$ cat src/rtl/fsm_chk_pkg.sv
// ============================================================================
//  Module   : fsm_chk_pkg
//  Purpose  : Shared types and vector-word layout for the FSM vector checker.
//  Revision : 1.0  initial release
// ============================================================================
`default_nettype none

package fsm_chk_pkg;

   typedef enum logic [1:0] {
      IDLE  = 2'd0,
      RUN   = 2'd1,
      DRAIN = 2'd2,
      DONE  = 2'd3
   } state_t;

   // Table word layout: {x[2:0], exp_y[2:0], exp_z[2:0]}
   localparam int VEC_W = 9;
   localparam int EXP_W = 6;
   localparam int X_MSB = 8;
   localparam int X_LSB = 6;
   localparam int Y_MSB = 5;
   localparam int Y_LSB = 3;
   localparam int Z_MSB = 2;
   localparam int Z_LSB = 0;

   localparam logic [7:0] ERR_MAX = 8'd255;

   typedef logic [VEC_W-1:0] vec_t;

endpackage

`default_nettype wire

$ cat src/rtl/fsm_chk_pipe.sv
// ============================================================================
//  Module   : fsm_chk_pipe
//  Purpose  : LAT-deep delay line carrying {valid, idx, exp_y, exp_z}.
//  Revision : 1.0  initial release
// ============================================================================
`default_nettype none

module fsm_chk_pipe
   import fsm_chk_pkg::*;
#(
   parameter int LAT = 1,
   parameter int AW  = 4
) (
   input  logic             clk,
   input  logic             nreset,
   input  logic             flush_i,
   input  logic             valid_i,
   input  logic [AW-1:0]    idx_i,
   input  logic [EXP_W-1:0] exp_i,
   output logic             valid_o,
   output logic [AW-1:0]    idx_o,
   output logic [EXP_W-1:0] exp_o
);

   logic [LAT-1:0]   valid_q;
   logic [AW-1:0]    idx_q [LAT];
   logic [EXP_W-1:0] exp_q [LAT];

   always_ff @(posedge clk or negedge nreset) begin
      if (!nreset) begin
         valid_q <= '0;
         for (int i = 0; i < LAT; i++) begin
            idx_q[i] <= '0;
            exp_q[i] <= '0;
         end
      end else begin
         valid_q[0] <= valid_i & ~flush_i;
         idx_q[0]   <= idx_i;
         exp_q[0]   <= exp_i;
         for (int i = 1; i < LAT; i++) begin
            valid_q[i] <= valid_q[i-1] & ~flush_i;
            idx_q[i]   <= idx_q[i-1];
            exp_q[i]   <= exp_q[i-1];
         end
      end
   end

   assign valid_o = valid_q[LAT-1];
   assign idx_o   = idx_q[LAT-1];
   assign exp_o   = exp_q[LAT-1];

endmodule

`default_nettype wire

$ cat config.mk
export PLATFORM = sky130hd
export DESIGN_NAME = fsm_chk_pipe
export DESIGN_NICKNAME = d
export VERILOG_FILES = /design/src/rtl/fsm_chk_pkg.sv /design/src/rtl/fsm_chk_pipe.sv
export SDC_FILE = /design/constraint.sdc
export NUM_CORES = 1
export LEC_CHECK = 0
export ABC_AREA = 0
export CAP_MARGIN = 5
export CORE_AREA = 2 2 39 41
export DETAILED_ROUTE_END_ITERATION = 8
export DIE_AREA = 0 0 41 43
export PLACE_DENSITY = 0.58
export SYNTH_ARGS = -nofsm -noshare
export SYNTH_HDL_FRONTEND = slang
export SYNTH_SLANG_ARGS = --single-unit
export TNS_END_PERCENT = 5
$ cat constraint.sdc
create_clock -name clk -period 0.8 [get_ports clk]
set_input_delay 0.2 -clock clk [delete_from_list [all_inputs] [get_ports clk]]
set_output_delay 0.2 -clock clk [all_outputs]
set_load 0.01 [all_outputs]
## Word-level counts from Yosys, hierarchy flattened

Index checks and enable logic that the tools add are counted.

- Register bits: 11
- Logic and storage cells: 5

- Bitwise operators: 2

Operators with widths:

| kind | number |
|---|---|
| $and A1 B1 Y1 | 1 |
| $not A1 Y1 | 1 |

## Logic depth before layout (Yosys ltp)

- Word-level depth: 2
- Depth in mapped cells: 1
- Gate-level depth less buffers: 1

## Least setup slack after synthesis

Ideal clock, no wire load.

- Kind: reg-to-output
- Start point: register exp_q (netlist bit exp_o[0])
- End point: output exp_o[0]
- Arrival time: 376 ps
- Setup slack: 224 ps
- Cell stages (with the launch flop): 1
- Path buffers: 0
- Cell sequence: dfrtp_1

RTL lines:

| item | line | text |
|---|---|---|
| start: declaration | fsm_chk_pipe.sv:27 | `logic [EXP_W-1:0] exp_q [LAT];` |
| start signal: indexed assignment | fsm_chk_pipe.sv:43 | `exp_q[i] <= exp_q[i-1];` |
| end: declaration | fsm_chk_pipe.sv:22 | `output logic [EXP_W-1:0] exp_o` |

No word-level cell between the ends.

## Worst setup path in the final report

- Start point: register valid_q, in the netlist valid_o
- End point: output valid_o

RTL lines:

| item | line | text |
|---|---|---|
| start: declaration | fsm_chk_pipe.sv:25 | `logic [LAT-1:0] valid_q;` |
| start signal: indexed assignment | fsm_chk_pipe.sv:41 | `valid_q[i] <= valid_q[i-1] & ~flush_i;` |
| end: declaration | fsm_chk_pipe.sv:20 | `output logic valid_o,` |

No word-level cell between the ends.

==> impl_metrics.toml <==
[timing]
fin_ws_ns = -0.155
final-max-slew-violation-count = 0
final-setup-viol-count = 11
timing.final.crit_share_pct = 119
layout_min_cycle_time_ns = 0.955
tightest_slew_ns = 0.117
slew_headroom_pct = 92.2
hold_viol = 0
hold_ws_ns = 0.264
rsz0062_at_grt = "yes"
fmax_ghz = 1.05

[worst_setup_path]
worstPathMaxFanout = 1
cp.arrival_ns = 0.75
slowest_delay_ns = 0.38
crit_path_cell_trace = "buf_6"
endpoint = "valid_o"
path_class = "reg -> out"
cp-end-kind = "output pin"
crit_family = "flip-flops"
crit_path_top_delay_cell = "dfrtp_1"
crit_required_ns = 0.60
cp.depth = 1
cp-start-kind = "register"
crit_start = "valid_o"
timing.critical_path.buf_inv = 1

[place]
routabilityCongestion = 0.579
port_buffers = 24
place_ws_ns = -0.253
numPlacedInstances = 53

[synthesis]
synth_nets = 26
ys_ff_latch = 11
postSynthCellCount = 12
ys_types = 2
syn_avg_cell_area_um2 = 24.1
ys_warn_count = 0
syn_area_um2 = 289
yosysSeqAreaShare_pct = 95.2

[drt]
vias_per_cell = 3.65
totalWireLength_um = 633
wl_per_cell_um = 11.1
post-route-drc-count = 0
drtIter0Drc = 2
vias = 208
dr.pass1.iters = 2
ant_nets = 0

[pwr]
seq_power_share_pct = 54.3
power.density_nw_per_um2 = 1950
pwr-share-comb_pct = 13.1
p_int_w = 0.000873
power_switching_w = 0.000217
clkPwrFrac_pct = 32.5
ir_worst_vdd_uv = 624
switching_share_pct = 19.9
p_leak_nw = 0.262

[floorplan]
dieWidth_um = 41
dieArea_um2 = 1760
core_um2 = 1380
rows = 14
ios = 25
chipHeight_um = 43
start_util_pct = 20.9

[clocking]
clk_path_buf_depth = 2
numCtsBuffers = 3
ctsHoldBuffers = 0
cts_tree = "yes"
ctsRootBufferMaster = "clkbuf_4"
clk_pin_slew_ns = 0.06
cts.htree.levels = 1
clkSinkCount = 11

[final_layout]
drive_gt1_share_pct = 39.0
nets = 56
stdcell_count = 57
area_growth_pct = 93.5
finish.utilization_pct = 40.4
diodes = 0

[outcome]
status = "finished with violations"
failed_checks = "negative setup slack"

[global_route]
grt_pass1_vias = 210
grt_pass1_wl_um = 890
track_usage_pct = 8.45
overflow = 0
grt_max_degree = 12
antenna_found_initial = 0

[run]
maxCapViolations = 0

[hold_path]
min_path_type = "in -> async"
-- routing by layer --
layer | routed length, µm | global-route usage, %
met5 | 0 | 0
met4 | 0 | 8.00
met3 | 143 | 5.76
met2 | 280 | 11.3
met1 | 209 | 8.08
-- logic make-up after synthesis --
| family | Yosys count | synth area share [%] |
|---|---|---|
| DFF | 11 | 95.2 |
| and+or+nand+nor | 1 | 4.76 |
-- final cells by class --
cell class	instances	area (µm²)
Tap cell	16	20.0
Multi-Input combinational cell	1	13.8
Fill cell	130	825
Sequential cell	11	275
Timing Repair Buffer	25	224
Clock buffer	4	26.3
-- placed cells by master, fill, tap and decap left out --
cell type,n
buf_6,3
buf_12,1
dfrtp_1,11
clkbuf_4,3
clkdlybuf4s50_1,13
buf_2,8
nor2b_4,1
clkbuf_1,1
-- timing repair --
action	in CTS	in global routing
pin swaps	0	0
gates resized for setup	44	4
setup buffers	0	0
setup endpoints to repair	11	11
-- power groups by stage --
stage / clock network (W) / logic, W / registers, W
4_1_cts: 0.000383 / 0.000138 / 0.000590
3_3_place_gp: 0 / 0.000163 / 0.000602
3_5_place_dp: 0 / 0.000165 / 0.000602
5_1_grt: 0.000406 / 0.000156 / 0.000594
2_1_floorplan: 0 / 0.00000449 / 0.000618
6_report: 0.000354 / 0.000143 / 0.000592
-- synth_stat cells --
library cell	count	area share, %
nor2b_4	1	4.8
dfrtp_1	11	95
-- per-stage QoR --
step	setup TNS (ns)	total power [W]	area, µm²
floorplan	0	0.000623	289
global placement	-2.61	0.000765	569
detailed placement	-2.62	0.000767	569
CTS	-1.84	0.00111	541
global route	-2.05	0.00116	559
finish	-1.62	0.00109	559
-- how the worst min path moves through the flow --
stage,startpoint,to,slack (ns)
floorplan,nreset,exp_o[0],-0.1
global placement,nreset,exp_o[3],0.54
detailed placement,nreset,exp_o[1],0.54
CTS,nreset,idx_o[0],0.26
global route,nreset,idx_o[3],0.26
finish,nreset,idx_o[3],0.26
-- state kept, by name, indices dropped and copies added, names as in the netlist --
register	cells
exp_o	6
idx_o	4
valid_o	1
Note: power is estimated with default switching activity, not from simulation.
